$ cat src/rtl/ifu_pkg.sv
// Shared definitions for the instruction fetch unit: FSM state encoding,
// error codes, the default NOP word and the state-to-handshake decode.
package ifu_pkg;

    typedef enum logic [2:0] {
        IDLE  = 3'd0,
        REQ   = 3'd1,
        WAIT  = 3'd2,
        DONE  = 3'd3,
        DRAIN = 3'd4
    } ifu_state_t;

    localparam logic [1:0] ERR_NONE     = 2'b00;
    localparam logic [1:0] ERR_BUS      = 2'b01;
    localparam logic [1:0] ERR_TIMEOUT  = 2'b10;
    localparam logic [1:0] ERR_MISALIGN = 2'b11;

    // addi x0, x0, 0
    localparam logic [31:0] NOP_INST_DEF = 32'h0000_0013;

    typedef struct packed {
        logic pc_ready;
        logic req_valid;
        logic rsp_ready;
        logic inst_valid;
    } ifu_ctrl_t;

    // Handshake outputs are a pure function of the state being entered.
    function automatic ifu_ctrl_t ctrl_of(input ifu_state_t s);
        ifu_ctrl_t c;
        c = '0;
        case (s)
            IDLE:    c.pc_ready   = 1'b1;
            REQ:     c.req_valid  = 1'b1;
            WAIT:    c.rsp_ready  = 1'b1;
            DONE:    c.inst_valid = 1'b1;
            DRAIN:   c.rsp_ready  = 1'b1;
            default: c = '0;
        endcase
        return c;
    endfunction

endpackage

$ cat src/rtl/ifu_wdog.sv
// Saturating response watchdog for the fetch unit; hit_o flags the cycle in
// which the count reaches TIMEOUT while counting is enabled.
module ifu_wdog
    import ifu_pkg::*;
#(
    parameter int TIMEOUT = 255
) (
    input  logic clk,
    input  logic rst,
    input  logic clr_i,
    input  logic en_i,
    output logic hit_o
);

    localparam int            CW     = $clog2(TIMEOUT + 1);
    localparam logic [CW-1:0] LIM    = CW'(TIMEOUT);
    localparam logic [CW-1:0] LIM_M1 = CW'(TIMEOUT - 1);

    logic [CW-1:0] cnt_q;
    logic [CW-1:0] cnt_d;

    always_comb begin
        cnt_d = cnt_q;
        if (clr_i) begin
            cnt_d = '0;
        end else if (en_i && (cnt_q != LIM)) begin
            cnt_d = cnt_q + CW'(1);
        end
    end

    always_ff @(posedge clk or negedge rst) begin
        if (!rst) begin
            cnt_q <= '0;
        end else begin
            cnt_q <= cnt_d;
        end
    end

    // Fires on the cycle whose increment lands on TIMEOUT, so the FSM leaves
    // WAIT exactly TIMEOUT cycles after entering it.
    assign hit_o = en_i && (cnt_q >= LIM_M1);

endmodule

$ cat src/rtl/ifu.sv
// Instruction fetch unit: one outstanding read, flush/redirect, response
// timeout and fault reporting. Optional macro IFU_ALIGN_CHECK_EN enables
// misaligned-PC detection (error code 11, no memory request issued).
module ifu
    import ifu_pkg::*;
#(
    parameter int              XLEN     = 32,
    parameter int              TIMEOUT  = 255,
    parameter logic [XLEN-1:0] NOP_INST = XLEN'(NOP_INST_DEF)
) (
    input  logic            clk,
    input  logic            rst,
    input  logic            pc_valid,
    output logic            pc_ready,
    input  logic [XLEN-1:0] pc,
    input  logic            flush,
    output logic            mem_req_valid,
    input  logic            mem_req_ready,
    output logic [XLEN-1:0] mem_req_addr,
    input  logic            mem_rsp_valid,
    output logic            mem_rsp_ready,
    input  logic [XLEN-1:0] mem_rsp_data,
    input  logic            mem_rsp_err,
    output logic            inst_valid,
    input  logic            inst_ready,
    output logic [XLEN-1:0] inst,
    output logic [XLEN-1:0] inst_pc,
    output logic            fetch_err,
    output logic [1:0]      err_code
);

    ifu_state_t      state_q, state_d;
    ifu_ctrl_t       ctrl_q;
    logic [XLEN-1:0] addr_q, addr_d;
    logic [XLEN-1:0] inst_q, inst_d;
    logic [XLEN-1:0] inst_pc_q, inst_pc_d;
    logic            fetch_err_q, fetch_err_d;
    logic [1:0]      err_code_q, err_code_d;
    logic            wd_clr, wd_en, wd_hit;
    logic            misaligned;

`ifdef IFU_ALIGN_CHECK_EN
    assign misaligned = (pc[1:0] != 2'b00);
`else
    assign misaligned = 1'b0;
`endif

    // The watchdog restarts on request handshake and again when a flush
    // sends WAIT into DRAIN, so the drain gets a full TIMEOUT window.
    assign wd_en  = (state_q == WAIT) || (state_q == DRAIN);
    assign wd_clr = ((state_q == REQ) && mem_req_ready) ||
                    ((state_q == WAIT) && flush);

    ifu_wdog #(
        .TIMEOUT (TIMEOUT)
    ) u_wdog (
        .clk   (clk),
        .rst   (rst),
        .clr_i (wd_clr),
        .en_i  (wd_en),
        .hit_o (wd_hit)
    );

    always_comb begin
        state_d     = state_q;
        addr_d      = addr_q;
        inst_d      = inst_q;
        inst_pc_d   = inst_pc_q;
        fetch_err_d = fetch_err_q;
        err_code_d  = err_code_q;
        case (state_q)
            IDLE: begin
                if (!flush && pc_valid) begin
                    addr_d = pc;
                    if (misaligned) begin
                        state_d     = DONE;
                        inst_d      = NOP_INST;
                        inst_pc_d   = pc;
                        fetch_err_d = 1'b1;
                        err_code_d  = ERR_MISALIGN;
                    end else begin
                        state_d = REQ;
                    end
                end
            end
            REQ: begin
                if (flush) begin
                    state_d = IDLE;
                end else if (mem_req_ready) begin
                    state_d = WAIT;
                end
            end
            WAIT: begin
                // A response that lands with the flush is consumed here,
                // so there is nothing left to drain.
                if (flush) begin
                    state_d = mem_rsp_valid ? IDLE : DRAIN;
                end else if (mem_rsp_valid) begin
                    state_d     = DONE;
                    inst_pc_d   = addr_q;
                    fetch_err_d = mem_rsp_err;
                    err_code_d  = mem_rsp_err ? ERR_BUS : ERR_NONE;
                    inst_d      = mem_rsp_err ? NOP_INST : mem_rsp_data;
                end else if (wd_hit) begin
                    state_d     = DONE;
                    inst_pc_d   = addr_q;
                    fetch_err_d = 1'b1;
                    err_code_d  = ERR_TIMEOUT;
                    inst_d      = NOP_INST;
                end
            end
            DONE: begin
                if (flush || inst_ready) begin
                    state_d     = IDLE;
                    inst_d      = NOP_INST;
                    fetch_err_d = 1'b0;
                    err_code_d  = ERR_NONE;
                end
            end
            DRAIN: begin
                if (mem_rsp_valid || wd_hit) begin
                    state_d = IDLE;
                end
            end
            default: state_d = IDLE;
        endcase
    end

    always_ff @(posedge clk or negedge rst) begin
        if (!rst) begin
            state_q     <= IDLE;
            ctrl_q      <= ctrl_of(IDLE);
            addr_q      <= '0;
            inst_q      <= NOP_INST;
            inst_pc_q   <= '0;
            fetch_err_q <= 1'b0;
            err_code_q  <= ERR_NONE;
        end else begin
            state_q     <= state_d;
            ctrl_q      <= ctrl_of(state_d);
            addr_q      <= addr_d;
            inst_q      <= inst_d;
            inst_pc_q   <= inst_pc_d;
            fetch_err_q <= fetch_err_d;
            err_code_q  <= err_code_d;
        end
    end

    assign pc_ready      = ctrl_q.pc_ready;
    assign mem_req_valid = ctrl_q.req_valid;
    assign mem_rsp_ready = ctrl_q.rsp_ready;
    assign inst_valid    = ctrl_q.inst_valid;
    assign mem_req_addr  = addr_q;
    assign inst          = inst_q;
    assign inst_pc       = inst_pc_q;
    assign fetch_err     = fetch_err_q;
    assign err_code      = err_code_q;

endmodule

$ cat config.mk
export PLATFORM = sky130hd
export DESIGN_NAME = ifu
export DESIGN_NICKNAME = d
export VERILOG_FILES = /design/src/rtl/ifu_pkg.sv /design/src/rtl/ifu_wdog.sv /design/src/rtl/ifu.sv
export SDC_FILE = /design/constraint.sdc
export NUM_CORES = 1
export LEC_CHECK = 0
export ABC_AREA = 1
export CORE_ASPECT_RATIO = 1.5
export CORE_MARGIN = 1.5
export CORE_UTILIZATION = 40
export DETAILED_ROUTE_END_ITERATION = 10
export PLACE_DENSITY_LB_ADDON = 0.08
export SYNTH_ARGS = -nofsm -noshare
export SYNTH_HDL_FRONTEND = slang
export SYNTH_SLANG_ARGS = --single-unit
$ cat constraint.sdc
create_clock -name clk -period 1.7 [get_ports clk]
set_input_delay 0.17 -clock clk [delete_from_list [all_inputs] [get_ports clk]]
set_output_delay 0.17 -clock clk [all_outputs]
set_load 0.1 [all_outputs]
==> results_dict.tcl <==
set metrics [dict create \
    sequential_area_share_after_synthesis_pct 60.65 \
    grt_overflow 0 \
    cap_violations 0 \
    finalWorstPathRequiredPeriod_ns 1.572 \
    clock-root-buffer "clkbuf_16" \
    cp_cell_sequence "inv_2 -> ha_1 -> nor2_1 -> nor2_2 -> nand3_2 -> nand2_1 -> nand3_2 -> buf_4 -> o21ai_0" \
    r2r-start "u_wdog.cnt_q[0]" \
    finalWeightedCongestion 0.8847 \
    global_route.usage.total_pct 20.19 \
    start_util_pct 41.08 \
    finalNetCount 782 \
    rows 48 \
    outcome "finished, final reports clean" \
    maxSlewHeadroom_pct 67.49 \
    timing_worst_slew_pin_value_ns 0.4877 \
    timing_hold_violations_final 0 \
    post_synth.cell_area_avg_um2 9.079 \
    die_w_um 91.62 \
    place.port_buffers 174 \
    wirelength_um 12200 \
    cts_inserted_buffers 17 \
    postCtsSetupBuffers 0 \
    dpl_worst_slack_ns -0.03498 \
    setup_slack_ns 0.1277 \
    avgRoutedWirePerCell_um 14.01 \
    num_vias 4070 \
    cts.htree.levels 4 \
    final_antenna_net_count 0 \
    critPathSlowestCell "dfrtp_1" \
    ys_types 28 \
    setup-violations-final 0 \
    tritoncts "yes" \
    worst-path-max-fanout 16 \
    worstReg2RegEnd "inst[7]" \
    final_max_slew_viol_count 0 \
    layout-drive-gt1-share_pct 25.94 \
    r2r_slack_ns 0.13 \
    critPathKind "reg2reg" \
    syn-cell-area_mm2 0.004712 \
    first_pass_iters 5 \
    synth-warning-count 0 \
    postSynthRegisterBits 114 \
    critical-path-max-stage-delay_ns 0.41 \
    clock_slew_at_reported_path_ffs_ns 0.05 \
    post-route-period-util_pct 92.49 \
    antenna_found_initial 0 \
    worstRegToRegCells 9 \
    grt_pass1_vias 4089 \
    area_growth_pct 55.23 \
    die_h_um 135.9 \
    grt_pass1_wl_um 19780 \
    critPathMostFrequentCell "nand3_2" \
    critPathLaunchType "register" \
    coreArea_mm2 0.01147 \
    place.detailed.hpwl_um 8715 \
    floorplan.die_area_mm2 0.01245 \
    timing.critical_path.required_ns 2.01 \
    ios 175 \
    worst_hold_path_type "in2async" \
    clock_path_buffers 2 \
    antennaDiodeCount 0 \
    worstSkewPairLatency_ns 0.41 \
    viasPerCell 4.673 \
    number_of_design_rule_violations_left_after_detail_routing 0 \
    grt_max_degree 53 \
    postSynthCellCount 519 \
    fmax_mhz 636.0 \
    post-route-util_pct 63.77 \
    drt-initial-drc-count 214 \
    synth_fp_nets 593 \
    hold_ws_ns 0.2745 \
    kind_of_end_point_of_the_critical_path "register" \
    cts.sinks 114 \
    skew_ns 0.01175 \
    timing.critical_path.arrival_ns 1.88 \
]
## placed cells by master, fill, tap and decap left out, types with 4 or more instances in the layout
cell type | synthesis | routed
nand2_1 | 187 | 184
dfrtp_1 | 110 | 109
buf_4 | 2 | 99
clkdlybuf4s50_1 | 0 | 70
o21ai_0 | 43 | 41
inv_1 | 41 | 40
o21ai_1 | 35 | 37
buf_12 | 0 | 23
clkbuf_16 | 0 | 18
nand3_1 | 18 | 17
nor2_1 | 18 | 16
o21ai_2 | 7 | 7
inv_2 | 4 | 5
nor2_2 | 2 | 4
nand3_2 | 3 | 4
a21oi_1 | 4 | 4
clkinvlp_4 | 0 | 4
clkbuf_8 | 0 | 4
dfstp_2 | 4 | 4
## worst max path at each step
| stage | cells past startpoint | to | startpoint |
|---|---|---|---|
| floorplan | 11 | err_code[1] | u_wdog.cnt_q[0] |
| global placement | 7 | mem_req_addr[5] | flush |
| detailed placement | 7 | mem_req_addr[3] | flush |
| CTS | 9 | u_wdog.cnt_q[1] | u_wdog.cnt_q[1] |
| global route | 9 | u_wdog.cnt_q[2] | u_wdog.cnt_q[0] |
| finish | 9 | inst[7] | u_wdog.cnt_q[0] |
## repair_timing
item	CTS	global route
endpoints found under the hold margin	29	0
hold buffers	1	0
gates cloned	0	1
resized for setup	1	10
endpoints found under the setup margin	1	48
pin swaps	0	1
## flip-flops by register name (all words and copies together) (netlist names)
name	cells
inst_valid	1
pc_ready	1
mem_req_addr	32
state_q	3
fetch_err	1
mem_req_valid	1
err_code	2
inst_pc	32
u_wdog.cnt_q	8
inst	32
mem_rsp_ready	1
## stage by stage
step | area, um2 | instances | setup TNS [ns]
2_1_floorplan | 4712 | 519 | 0
3_3_place_gp | 6650 | 837 | 0
3_5_place_dp | 6650 | 837 | -0.1839
4_1_cts | 7268 | 870 | 0
5_1_grt | 7315 | 871 | -0.03035
6_report | 7315 | 871 | 0
## cells by family (layout without fill, tap and decap cells)
kind of cell	count (synthesis)	after routing	share of synthesized area (%)
buffers and inverters	70	272	7.116
xor gates and xnor gates	4	4	0.7436
and+or+nand+nor	236	236	20.31
AOI/OAI and AO/OA	93	93	10.65
adders and majority gates	2	2	0.5310
DFF	114	114	60.65
## cell usage after synthesis
library cell  instances  area (um2)
nand2_1             187       701.9
dfrtp_1             110        2753
o21ai_0              43       215.2
inv_1                41       153.9
o21ai_1              35       175.2
nand3_1              18       90.09
nor2_1               18       67.56
buf_2                10       50.05
buf_6                 7       78.83
o21ai_2               7       61.31
clkbuf_1              5       18.77
a21oi_1               4       20.02
dfstp_2               4       105.1
inv_2                 4       15.01
nand3_2               3       30.03
nor3_1                3       15.01
o31ai_1               3       22.52
xor2_1                3       26.28
buf_4                 2       15.01
ha_1                  2       25.02
nand4_1               2       12.51
nor2_2                2       12.51
clkinv_1              1       3.750
nand2_2               1       6.260
nor2_4                1       11.26
nor3_2                1       10.01
o21bai_1              1       7.510
xnor2_1               1       8.760
## per-layer routing
metal	vias to the layer above	routed length, um	GRT usage [%]
met1	1876	4818	22.74
met2	151	6226	35.24
met5	-	0	0
met4	0	272	8.594
li1	2022	-	-
met3	21	884	6.152
## critical path: cells and delay by family (launching register included)
kind            cells  cell delay [ns]
flops               1             0.41
simple gates        5             0.43
buf+inv             2             0.29
fa+ha+maj           1             0.14
compound gates      1             0.19
## area by class of cell
| class | instances | area, um2 |
|---|---|---|
| fill | 980 | 4156 |
| sequential | 114 | 2859 |
| tap | 150 | 187.7 |
| multi-input combinational | 335 | 1548 |
| clock inverter | 11 | 126.4 |
| clock buffer | 21 | 480.5 |
| inverter | 46 | 173.9 |
| timing repair buffer | 194 | 1939 |
Power is left out: the tool's default activity adds up to more than one toggle a clock period on the data nets, which glitch-free logic cannot reach.
